$ cat src/rtl/seq_pkg.sv
// Shared encodings for the event sequencer and the sleep/wake FSM it drives.
package seq_pkg;

  typedef enum logic [2:0] {
    StIdle,
    StDrive,
    StCheck,
    StGap,
    StFinish,
    StErr
  } seq_state_e;

  // FSM event codes (3-bit) presented on fsm_input
  localparam logic [2:0] EvNone  = 3'b000;
  localparam logic [2:0] EvWake  = 3'b001;
  localparam logic [2:0] EvSleep = 3'b010;
  localparam logic [2:0] EvTick  = 3'b100;

  // FSM Moore output codes (6-bit) observed on fsm_output
  localparam logic [5:0] OutSleep  = 6'b000000;
  localparam logic [5:0] OutAwake0 = 6'b100001;
  localparam logic [5:0] OutAwake1 = 6'b100010;
  localparam logic [5:0] OutAwake2 = 6'b100011;

  typedef struct packed {
    logic [2:0] event_code;
    logic [5:0] expect_code;
  } script_entry_t;

  function automatic logic [3:0] clamp_steps(input logic [3:0] n, input logic [3:0] limit);
    return (n > limit) ? limit : n;
  endfunction

endpackage

$ cat src/rtl/event_script_mem.sv
// Script storage: DEPTH entries of {event, expected response}, one write and one
// asynchronous read port. Not reset, so scripts survive a sequencer reset.
module event_script_mem
  import seq_pkg::*;
#(
  parameter int unsigned DEPTH = 8
) (
  input  logic          clk,
  input  logic          wr_en,
  input  logic [2:0]    wr_addr,
  input  script_entry_t wr_data,
  input  logic [2:0]    rd_addr,
  output script_entry_t rd_data
);

  script_entry_t mem_q [DEPTH];

  always_ff @(posedge clk) begin
    if (wr_en && (32'(wr_addr) < DEPTH)) begin
      mem_q[wr_addr] <= wr_data;
    end
  end

  assign rd_data = mem_q[rd_addr];

endmodule

$ cat src/rtl/event_sequencer.sv
// Scripted stimulus sequencer: drives one event per step into an FSM, checks its
// Moore response one cycle later, and reports pass (done) or the first mismatch.
module event_sequencer
  import seq_pkg::*;
#(
  parameter int unsigned DEPTH      = 8,
  parameter logic [2:0]  IDLE_EVENT = 3'b000
) (
  input  logic       clk,
  input  logic       reset,
  input  logic       wr_en,
  input  logic [2:0] wr_addr,
  input  logic [2:0] wr_event,
  input  logic [5:0] wr_expect,
  input  logic       start,
  input  logic       abort,
  input  logic [3:0] num_steps,
  input  logic [3:0] gap,
  input  logic [5:0] fsm_output,
  output logic [2:0] fsm_input,
  output logic       busy,
  output logic       done,
  output logic       error,
  output logic [2:0] fail_step,
  output logic [5:0] fail_value
);

  localparam logic [3:0] DepthSteps = 4'(DEPTH);

  seq_state_e    state_q, state_d;
  logic [2:0]    step_q, step_d;
  logic [3:0]    nsteps_q, nsteps_d;
  logic [3:0]    gap_q, gap_d;
  logic [3:0]    gap_cnt_q, gap_cnt_d;
  logic [5:0]    exp_q;
  logic [3:0]    start_steps;
  logic          last_step;
  logic          match;
  script_entry_t wr_data;
  script_entry_t rd_data;

  assign wr_data = '{event_code: wr_event, expect_code: wr_expect};

  // Read address follows the next step so the entry is ready as DRIVE is entered.
  event_script_mem #(
    .DEPTH (DEPTH)
  ) u_mem (
    .clk     (clk),
    .wr_en   (wr_en && !busy),
    .wr_addr (wr_addr),
    .wr_data (wr_data),
    .rd_addr (step_d),
    .rd_data (rd_data)
  );

  assign start_steps = clamp_steps(num_steps, DepthSteps);
  assign last_step   = ({1'b0, step_q} == (nsteps_q - 4'd1));
  assign match       = (fsm_output == exp_q);

  always_comb begin
    state_d   = state_q;
    step_d    = step_q;
    nsteps_d  = nsteps_q;
    gap_d     = gap_q;
    gap_cnt_d = gap_cnt_q;
    unique case (state_q)
      StIdle, StFinish, StErr: begin
        if (start && !abort) begin
          nsteps_d = start_steps;
          gap_d    = gap;
          step_d   = 3'd0;
          state_d  = (start_steps == 4'd0) ? StFinish : StDrive;
        end else if (state_q == StFinish) begin
          state_d = StIdle;
        end
      end
      StDrive: state_d = abort ? StIdle : StCheck;
      StCheck: begin
        if (abort) begin
          state_d = StIdle;
        end else if (!match) begin
          state_d = StErr;
        end else if (last_step) begin
          state_d = StFinish;
        end else begin
          step_d = step_q + 3'd1;
          if (gap_q != 4'd0) begin
            gap_cnt_d = gap_q - 4'd1;
            state_d   = StGap;
          end else begin
            state_d = StDrive;
          end
        end
      end
      StGap: begin
        if (abort) begin
          state_d = StIdle;
        end else if (gap_cnt_q == 4'd0) begin
          state_d = StDrive;
        end else begin
          gap_cnt_d = gap_cnt_q - 4'd1;
        end
      end
      default: state_d = StIdle;
    endcase
  end

  always_ff @(posedge clk) begin
    if (reset) begin
      state_q    <= StIdle;
      step_q     <= 3'd0;
      nsteps_q   <= 4'd0;
      gap_q      <= 4'd0;
      gap_cnt_q  <= 4'd0;
      exp_q      <= 6'd0;
      fsm_input  <= IDLE_EVENT;
      busy       <= 1'b0;
      done       <= 1'b0;
      error      <= 1'b0;
      fail_step  <= 3'd0;
      fail_value <= 6'd0;
    end else begin
      state_q   <= state_d;
      step_q    <= step_d;
      nsteps_q  <= nsteps_d;
      gap_q     <= gap_d;
      gap_cnt_q <= gap_cnt_d;
      fsm_input <= (state_d == StDrive) ? rd_data.event_code : IDLE_EVENT;
      if (state_d == StDrive) begin
        exp_q <= rd_data.expect_code;
      end
      busy  <= (state_d == StDrive) || (state_d == StCheck) || (state_d == StGap);
      done  <= (state_d == StFinish);
      error <= (state_d == StErr);
      if ((state_q == StCheck) && (state_d == StErr)) begin
        fail_step  <= step_q;
        fail_value <= fsm_output;
      end
    end
  end

endmodule

$ cat config.mk
export PLATFORM = sky130hd
export DESIGN_NAME = event_sequencer
export DESIGN_NICKNAME = d
export VERILOG_FILES = /design/src/rtl/seq_pkg.sv /design/src/rtl/event_script_mem.sv /design/src/rtl/event_sequencer.sv
export SDC_FILE = /design/constraint.sdc
export NUM_CORES = 1
export LEC_CHECK = 0
export ABC_CLOCK_PERIOD_IN_PS = 5300
export CAP_MARGIN = 20
export CORE_ASPECT_RATIO = 1.75
export CORE_MARGIN = 5
export CORE_UTILIZATION = 40
export DETAILED_ROUTE_END_ITERATION = 7
export PLACE_DENSITY = 0.59
export SKIP_LAST_GASP = 1
export SYNTH_ARGS = -nofsm -noshare
export SYNTH_HDL_FRONTEND = slang
export SYNTH_SLANG_ARGS = --single-unit
$ cat constraint.sdc
create_clock -name clk -period 5.3 [get_ports clk]
set_input_delay 0.795 -clock clk [delete_from_list [all_inputs] [get_ports clk]]
set_output_delay 0.795 -clock clk [all_outputs]
set_load 0.01 [all_outputs]
==> flow_summary.toml, run 1 <==
[timing]
clock.fmax_mhz = 292
tns_ns = 0
rsz0062_at_grt = "no"
hold_viol_final = 0
worst_hold_slack_ns = 0.460
slew_headroom_pct = 29.1
finalClockSkew_ns = 0.00590
setup_viol = 0
slew_viol_final = 0
tightest_slew_ns = 1.06
post-route-min-period_ns = 3.43
fin_crit_sh_pct = 64.7

[logic_synthesis]
synth-edff-count = 72
ys_warn_count = 0
ys_types = 48
ys.flop_type = "edfxtp_1"
synth_cells = 351
synth_top_area_share_pct = 45.8
async_flop_share_pct = 0
yosysSeqAreaShare_pct = 62.3
netlist_area_sq_um = 4720
syn-num-nets = 385
syn_avg_cell_area_sq_um = 13.5
ys_ff_latch = 111
synth_area_leaders = "edfxtp_1 46%, dfxtp_1 17%, mux2i_1 10%"
synth_top_area_cell = "edfxtp_1"

[routing]
drtIter0Drc = 92
wl_mm = 9.48
drt-vias-per-instance = 5.22
wl_per_cell_um = 17.7
drtAntennaViolNets = 0
drc = 0
dr_total_vias = 2797
first_pass_iters = 4

[setup_path]
slowest_stage = "nor3_1"
path_class = "primary input to flop"
r2r_slack_ns = 2.14
crit_path_start_kind = "primary input"
cp_data_required_time_ns = 5.52
r2r-end = "exp_q[2]"
path_delay_family = "compound AO/OA/AOI/OAI gates"
reg2regPathDepth = 10
crit-reg2reg-launch = "nsteps_q[0]"
crit_chain = "clkdlybuf4s50_1 -> xnor2_1 -> nand4_1 -> a2111oi_4 -> a21oi_1 -> a211o_1 -> nor3_1 -> a211o_1 -> a211oi_1"
crit_fanout = 14
end_kind = "flop"
crit_buf_inv = 1
arrival_ns = 3.65
path_common_cell = "a211o_1"
crit_path_max_incr_delay_ns = 0.61

[clock_network]
clock_sinks = 111
path_clk_slew_ns = 0.08
cts_resized = 0
cts_root_buffer = "clkbuf_16"
htree_levels = 3
cts_setup_buffers = 0
cts_tree = "built"
clk_latency_ns = 0.35
cts_buffers = 9
ctsHoldBuffers = 0
clockBufferDepth = 2

[floorplan]
fp-row-count = 52
core_area_sq_um = 11600
dieArea_sq_um = 14200
start_util_pct = 40.8
die_h_um = 154
dieWidth_um = 92.1
top_level_ports = 46

[status]
outcome = "finished clean"

[final_layout]
final_cells = 536
final_common_cell = "edfxtp_1"
fillCellCount = 1057
antennaDiodeCount = 0
drive_above_1_share_pct = 9.48
syn2layout_area_growth_pct = 17.5
fin_nets = 430
final_core_util_pct = 47.9
most-common-layout-cells = "72 x edfxtp_1, 49 x nor2_1, 48 x mux2i_1"

[hold_path]
min_path_type = "flop to flop"
whs_endpoint = "gap_cnt_q[3]"
holdPathStages = 2
min_from = "gap_cnt_q[3]"

[place]
io_buffers = 45
dp_cells = 520
gp_congestion = 0.795
hpwl_mm = 6.81

[grt]
grt_pass1_wl_mm = 15.4
antenna_found_initial = 0
grt_use_total_pct = 14.2
grt_overflow = 0
grt_max_degree = 38
grt_pass1_vias = 2969

[power_and_ir_drop]
powerDensity_nw_per_um2 = 318
finalPower_w = 0.00176
vdd_drop_max_uv = 153
p_leak_nw = 1.91

[run]
timing.max_cap.violations = 0
sequential cells by signal (all words and copies together), names as in the netlist:
name,count
exp_q,6
gap_cnt_q,4
fail_value,6
fail_step,3
u_mem.mem_q,72
step_q,3
state_q,3
error,1
gap_q,4
nsteps_q,4
fsm_input,3
done,1
busy,1
report_power, final:
part | switching (W) | total [W] | internal, W
combinational | 0.0000718 | 0.000135 | 0.0000636
sequential | 0.0000127 | 0.000958 | 0.000945
clock | 0.000337 | 0.000671 | 0.000335
cell usage after synthesis (all sizes together) (5+ instances only):
master / count
edfxtp: 72
nor2: 49
mux2i: 48
dfxtp: 39
mux2: 16
a211oi: 12
nand2: 12
clkbuf: 8
a211o: 7
a21oi: 6
nand2b: 6
xnor2: 6
a22o: 5
buf: 5
inv: 5
nand3b: 5
nor3: 5
worst max path at each step:
stage | start | endpoint | slack (ns) | depth (start not counted)
detailed placement | fsm_output[1] | exp_q[2] | 1.44 | 9
floorplan | abort | fail_step[2] | 2.46 | 9
CTS | fsm_output[1] | exp_q[2] | 1.81 | 9
finish | fsm_output[2] | exp_q[2] | 1.87 | 9
global placement | fsm_output[2] | fsm_input[2] | 1.53 | 9
global route | fsm_output[1] | exp_q[2] | 1.67 | 9
per-stage QoR:
step,worst slack [ns],area (sq um)
finish,1.87,5550
global route,1.67,5550
CTS,1.81,5550
detailed placement,1.44,5260
global placement,1.53,5260
floorplan,2.46,4720
final cells by class:
type / instances / area [sq um] / area share (%)
Clock buffer: 9 / 225 / 4.06
Sequential cell: 111 / 2940 / 53.1
Tap cell: 135 / 169 / 3.05
Inverter: 5 / 18.8 / 0.338
Timing Repair Buffer: 47 / 465 / 8.39
Clock inverter: 7 / 66.3 / 1.20
Multi-Input combinational cell: 222 / 1660 / 29.9
worst reg2reg max path, cell delays in order, from the launching register on:
cell and delay, ns:
dfxtp_1 0.40, inv_1 0.06, ha_1 0.30, xor2_1 0.15, o211a_1 0.20, a2111oi_4 0.40, a21oi_1 0.12, a211o_1 0.51
nor3_1 0.61, a211o_1 0.23, a211oi_1 0.04
cell families (layout without fill, tap and decap cells):
| family | after synthesis | count (layout) | share of synthesized area [%] |
|---|---|---|---|
| adder cells (fa/ha/maj) | 3 | 3 | 0.795 |
| multiplexers | 64 | 64 | 14.1 |
| AO/OA/AOI/OAI | 47 | 47 | 8.08 |
| AND/OR/NAND/NOR | 98 | 98 | 9.91 |
| buffers and inverters | 18 | 68 | 2.65 |
| XOR/XNOR | 10 | 10 | 2.17 |
| flip-flops | 111 | 111 | 62.3 |
per-layer routing:
metal	up-vias	global-route usage [%]	part of all wire [%]	routed length, um
met5	-	0	0	0
met1	1335	15.2	39	3730
met4	0	5.10	1.9	180
li1	1399	-	-	-
met3	13	3.23	2.8	262
met2	50	26.6	56	5310
No activity file was read; power rests on OpenSTA's default activity.
==> run 2: changes to the inputs <==
--- a/config.mk
+++ b/config.mk
@@ -5,7 +5,7 @@
 export SDC_FILE = /design/constraint.sdc
 export NUM_CORES = 1
 export LEC_CHECK = 0
-export ABC_CLOCK_PERIOD_IN_PS = 5300
+export ABC_CLOCK_PERIOD_IN_PS = 3200
 export CAP_MARGIN = 20
 export CORE_ASPECT_RATIO = 1.75
 export CORE_MARGIN = 5
==> constraint.sdc (replaced) <==
create_clock -name clk -period 3.2 [get_ports clk]
set_input_delay 0.48 -clock clk [delete_from_list [all_inputs] [get_ports clk]]
set_output_delay 0.48 -clock clk [all_outputs]
set_load 0.01 [all_outputs]
==> flow_summary.toml, run 2 (same netlist as run 1, synthesis figures left out) <==
[status]
outcome = "finished clean"

[power_and_ir_drop]
powerDensity_nw_per_um2 = 502
swShare_pct = 23.2
p_comb_share_pct = 8.6
vdd_drop_max_uv = 210
seqPwrFrac_pct = 54.3
p_switching_w = 0.000678
p_leak_nw = 2.08
pwr-share-clk_pct = 37.1
p_int_w = 0.00224

[routing]
first_pass_iters = 4
wl_per_cell_um = 16.9
drtAntennaViolNets = 0
drc = 0
drtIter0Drc = 86
dr_total_vias = 2927
drt-vias-per-instance = 5.14
wl_mm = 9.64

[setup_path]
arrival_ns = 3.03
cp_data_required_time_ns = 3.40
crit_fanout = 6
crit_path_start_kind = "flop"
end_kind = "flop"
path_class = "flop to flop"

[final_layout]
fillCellCount = 1039
antennaDiodeCount = 0
final_common_cell = "edfxtp_1"
syn2layout_area_growth_pct = 23.3
final_cells = 570
largest_reg_flops = 72
largest_register = "u_mem.mem_q"
most-common-layout-cells = "72 x edfxtp_1, 49 x nor2_1, 48 x mux2i_1"
top_regs = "u_mem.mem_q: 72 flops, exp_q: 6 flops, fail_value: 6 flops"
multi_input_area_sq_um = 1650
fin_nets = 464
drive_above_1_share_pct = 16.6
area.sequential_sq_um = 2940

[clock_network]
htree_levels = 3
path_clk_slew_ns = 0.07
cts_resized = 0
ctsHoldBuffers = 0
cts_root_buffer = "clkbuf_16"
cts_buffers = 9
cts_tree = "built"
clock_sinks = 111
clockBufferDepth = 2
clk_latency_ns = 0.34
cts_setup_buffers = 0

[timing]
hold_viol_final = 0
tightest_slew_ns = 0.886
slew_viol_final = 0
finalClockSkew_ns = 0.00752
rsz0062_at_grt = "no"
slew_headroom_pct = 40.8
clock.fmax_mhz = 353
fin_crit_sh_pct = 88.6
tns_ns = 0
setup_viol = 0
post-route-min-period_ns = 2.83

[hold_path]
min_path_type = "flop to flop"

[place]
gp_congestion = 0.784
io_buffers = 45
dp_cells = 554
hpwl_mm = 7.31

[grt]
antenna_found_initial = 0
grt_max_degree = 24
grt_pass1_wl_mm = 15.8
grt_pass1_vias = 3071
grt_use_total_pct = 14.5
grt_overflow = 0

[floorplan]
fp-row-count = 52
dieWidth_um = 92.1
die_h_um = 154
top_level_ports = 46
dieArea_sq_um = 14200
core_area_sq_um = 11600
start_util_pct = 40.8

[run]
timing.max_cap.violations = 0
==> run 2: critical path, stage by stage, from the launching register on <==
cell and delay [ns]:
dfxtp_1 0.46, xor3_1 0.46, o22ai_2 0.23, nand2_1 0.14
a41oi_1 0.37, o211ai_1 0.18, or4_1 0.45, buf_4 0.20
mux2i_1 0.14, nor2_1 0.05
==> run 2: power by group through the flow <==
stage	logic, W	registers [W]	clock network [W]
6_report	0.000252	0.00159	0.00108
5_1_grt	0.000280	0.00159	0.00117
4_1_cts	0.000257	0.00159	0.00112
3_5_place_dp	0.000255	0.00162	0
3_3_place_gp	0.000252	0.00162	0
2_1_floorplan	0.000131	0.00162	0
==> run 2: stage by stage <==
step / util (%) / hold WS, ns / power (W) / setup slack, ns / instance area [sq um]
finish: 50.3 / 0.474 / 0.00292 / 0.366 / 5820
detailed placement: 47.8 / 0.464 / 0.00188 / 0.0367 / 5530
floorplan: - / 0.436 / 0.00175 / 0.532 / 4720
global route: 50.3 / 0.521 / 0.00304 / 0.101 / 5820
global placement: 47.8 / 0.448 / 0.00187 / 0.0381 / 5530
CTS: 50.3 / 0.475 / 0.00296 / 0.337 / 5820
==> run 2: final timing paths <==
kind / start / end / slack (ns) / cells past startpoint
setup reg to reg: step_q[2] / fail_value[5] / 0.37 / 9
hold / removal: gap_cnt_q[3] / gap_cnt_q[3] / 0.47 / 2
setup / recovery: step_q[2] / fail_value[5] / 0.37 / 9
hold reg to reg: gap_cnt_q[3] / gap_cnt_q[3] / 0.47 / 2
==> run 2: metal layers <==
metal	vias up	track usage, %	wire (um)
met4	0	6.02	216
li1	1468	-	-
met5	-	0	0
met2	50	28.1	5520
met1	1398	14.6	3590
met3	11	3.13	311
==> run 2: area by class of cell <==
| cell class | instances | share of cell area (%) |
|---|---|---|
| multi-input cells | 222 | 28.4 |
| clock inverters | 7 | 1.16 |
| repair buffers | 81 | 12.8 |
| well taps | 135 | 2.90 |
| inverters | 5 | 0.322 |
| clock buffers | 9 | 3.87 |
| flip-flops and latches | 111 | 50.5 |
==> run 3: changes to the inputs <==
--- a/config.mk
+++ b/config.mk
@@ -13,6 +13,8 @@
 export DETAILED_ROUTE_END_ITERATION = 7
 export PLACE_DENSITY = 0.59
 export SKIP_LAST_GASP = 1
+export SLEW_MARGIN = 20
 export SYNTH_ARGS = -nofsm -noshare
 export SYNTH_HDL_FRONTEND = slang
+export SYNTH_HIERARCHICAL = 1
 export SYNTH_SLANG_ARGS = --single-unit
==> flow_summary.toml, run 3 <==
[status]
outcome = "finished clean"

[power_and_ir_drop]
powerDensity_nw_per_um2 = 489
vdd_drop_max_uv = 252
p_leak_nw = 2.03

[timing]
finalClockSkew_ns = 0.00891
tns_ns = 0
rsz0062_at_grt = "yes"
slew_viol_final = 0
slew_headroom_pct = 57.1
clock.fmax_mhz = 328
fin_crit_sh_pct = 95.3
post-route-min-period_ns = 3.05
setup_viol = 0
tightest_slew_ns = 0.639
hold_viol_final = 0

[floorplan]
core_area_sq_um = 11900
dieWidth_um = 93.1
top_level_ports = 46
dieArea_sq_um = 14500
die_h_um = 155
start_util_pct = 40.5
fp-row-count = 53

[final_layout]
syn2layout_area_growth_pct = 23.6
largest_reg_flops = 72
drive_above_1_share_pct = 17.5
most-common-layout-cells = "72 x edfxtp_1, 45 x clkdlybuf4s50_1, 39 x dfxtp_1"
final_cells = 542
final_core_util_pct = 50.0
antennaDiodeCount = 0
area.sequential_sq_um = 2940
multi_input_area_sq_um = 1830
fillCellCount = 1046
final_common_cell = "edfxtp_1"
fin_nets = 434
largest_register = "u_mem/mem_q"
top_regs = "u_mem/mem_q: 72 flops, exp_q: 6 flops, fail_value: 6 flops"

[logic_synthesis]
syn-num-nets = 363
syn_avg_cell_area_sq_um = 14.7
ys.flop_type = "edfxtp_1"
synth_top_area_share_pct = 44.7
synth-edff-count = 72
synth_cells = 329
yosysSeqAreaShare_pct = 60.9
synth_common_cells = "72 x edfxtp_1, 39 x dfxtp_1, 36 x nand2b_1"
ys_ff_latch = 111
synth_area_leaders = "edfxtp_1 45%, dfxtp_1 16%, mux4_1 9.8%"
netlist_area_sq_um = 4830
ys_types = 49
synth_top_area_cell = "edfxtp_1"
ys_warn_count = 6
yosysMostFrequentCell = "edfxtp_1"
async_flop_share_pct = 0

[clock_network]
cts_buffers = 9
ctsHoldBuffers = 0
clockBufferDepth = 2
cts_setup_buffers = 0
cts_root_buffer = "clkbuf_16"
cts_tree = "built"
clock_sinks = 111
path_clk_slew_ns = 0.07
htree_levels = 3
clk_latency_ns = 0.34
cts_resized = 0

[place]
io_buffers = 45
gp_congestion = 0.864
hpwl_mm = 6.96
dp_cells = 526

[setup_path]
reg2regPathDepth = 12
end_kind = "flop"
crit_path_start_kind = "primary input"
r2r_slack_ns = 0.18
path_class = "primary input to flop"
arrival_ns = 3.26
cp_data_required_time_ns = 3.41
r2r-end = "exp_q[3]"
crit_fanout = 15
crit-reg2reg-launch = "nsteps_q[0]"

[routing]
wl_per_cell_um = 17.7
first_pass_iters = 4
wl_mm = 9.58
wl_met2_mm = 5.48
route.met3.wl_um = 320
top_layer_used = "met4"
drt-vias-per-instance = 5.26
routedLengthMet1_mm = 3.62
dr_total_vias = 2853
drtIter0Drc = 103
drc = 0
drtAntennaViolNets = 0

[grt]
antenna_found_initial = 0
grt_pass1_vias = 2926
grt_pass1_wl_mm = 15.3
grt_use_total_pct = 14.0
grt_max_degree = 31
grt_overflow = 0

[run]
timing.max_cap.violations = 0

[hold_path]
min_path_type = "flop to flop"
min_from = "fail_step[2]"
whs_endpoint = "fail_step[2]"
holdPathStages = 2
-- run 3: cell types whose count changed in the layout (fill, tap and decap cells not counted), sizes merged, moves of 7 or more --
cell / delta
a211oi: -8
nand2b: +30
nor2: -32
mux4: +18
a21oi: +9
mux2i: -29
a211o: -7
buf: -7
-- run 3: layout make-up --
| class | count | area share (%) |
|---|---|---|
| Tap cell | 137 | 2.87 |
| Clock buffer | 10 | 4.00 |
| Multi-Input combinational cell | 199 | 30.7 |
| Timing Repair Buffer | 74 | 11.8 |
| Sequential cell | 111 | 49.3 |
| Inverter | 5 | 0.314 |
| Clock inverter | 6 | 1.05 |
-- run 3: layer usage --
layer	track usage (%)	vias to the layer above
li1	-	1383
met1	14.9	1408
met2	26.4	54
met3	2.95	8
met4	5.31	0
met5	0	-
-- run 3: stage by stage --
step	power [W]	hold slack (ns)	setup slack, ns	instance area (sq um)
6_report	0.00292	0.472	0.152	5970
5_1_grt	0.00303	0.494	0.00530	5970
4_1_cts	0.00295	0.474	0.00182	5940
3_5_place_dp	0.00185	0.465	-0.233	5630
3_3_place_gp	0.00184	0.459	-0.192	5630
2_1_floorplan	0.00173	0.444	0.0603	4830
-- run 3: worst max-delay path: stages --
cell	delay (ns)
clkdlybuf4s50_1	0.50
xnor2_1	0.12
nand4_1	0.21
a2111oi_4	0.40
and2_4	0.21
mux2_2	0.18
buf_12	0.16
mux4_1	0.57
mux2_2	0.28
nand2b_1	0.07
mux2i_1	0.06
-- run 3: logic make-up (layout without fill, tap and decap cells) --
| kind of cell | count (synthesis) | after routing | synth area share (%) |
|---|---|---|---|
| muxes | 47 | 47 | 16.1 |
| AOI/OAI and AO/OA | 33 | 33 | 5.49 |
| buffers and inverters | 19 | 95 | 2.07 |
| adders and majority gates | 3 | 3 | 0.777 |
| and+or+nand+nor | 106 | 106 | 12.6 |
| xor gates and xnor gates | 10 | 10 | 2.12 |
| DFF | 111 | 111 | 60.9 |
-- run 3: power breakdown --
group	total, W	switching, W	internal, W
clock	0.00110	0.000535	0.000569
combinational	0.000237	0.000117	0.000119
sequential	0.00158	0.0000179	0.00156
-- run 3: worst max-delay path by stage --
stage | start | end | slack (ns) | cells past startpoint
floorplan | nsteps_q[0] | exp_q[0] | 0.06 | 13
finish | fsm_output[0] | exp_q[3] | 0.15 | 11
detailed placement | fsm_output[0] | exp_q[3] | -0.23 | 11
CTS | nsteps_q[0] | exp_q[3] | 0.002 | 12
global route | nsteps_q[0] | exp_q[3] | 0.005 | 12
global placement | fsm_output[2] | exp_q[5] | -0.19 | 11
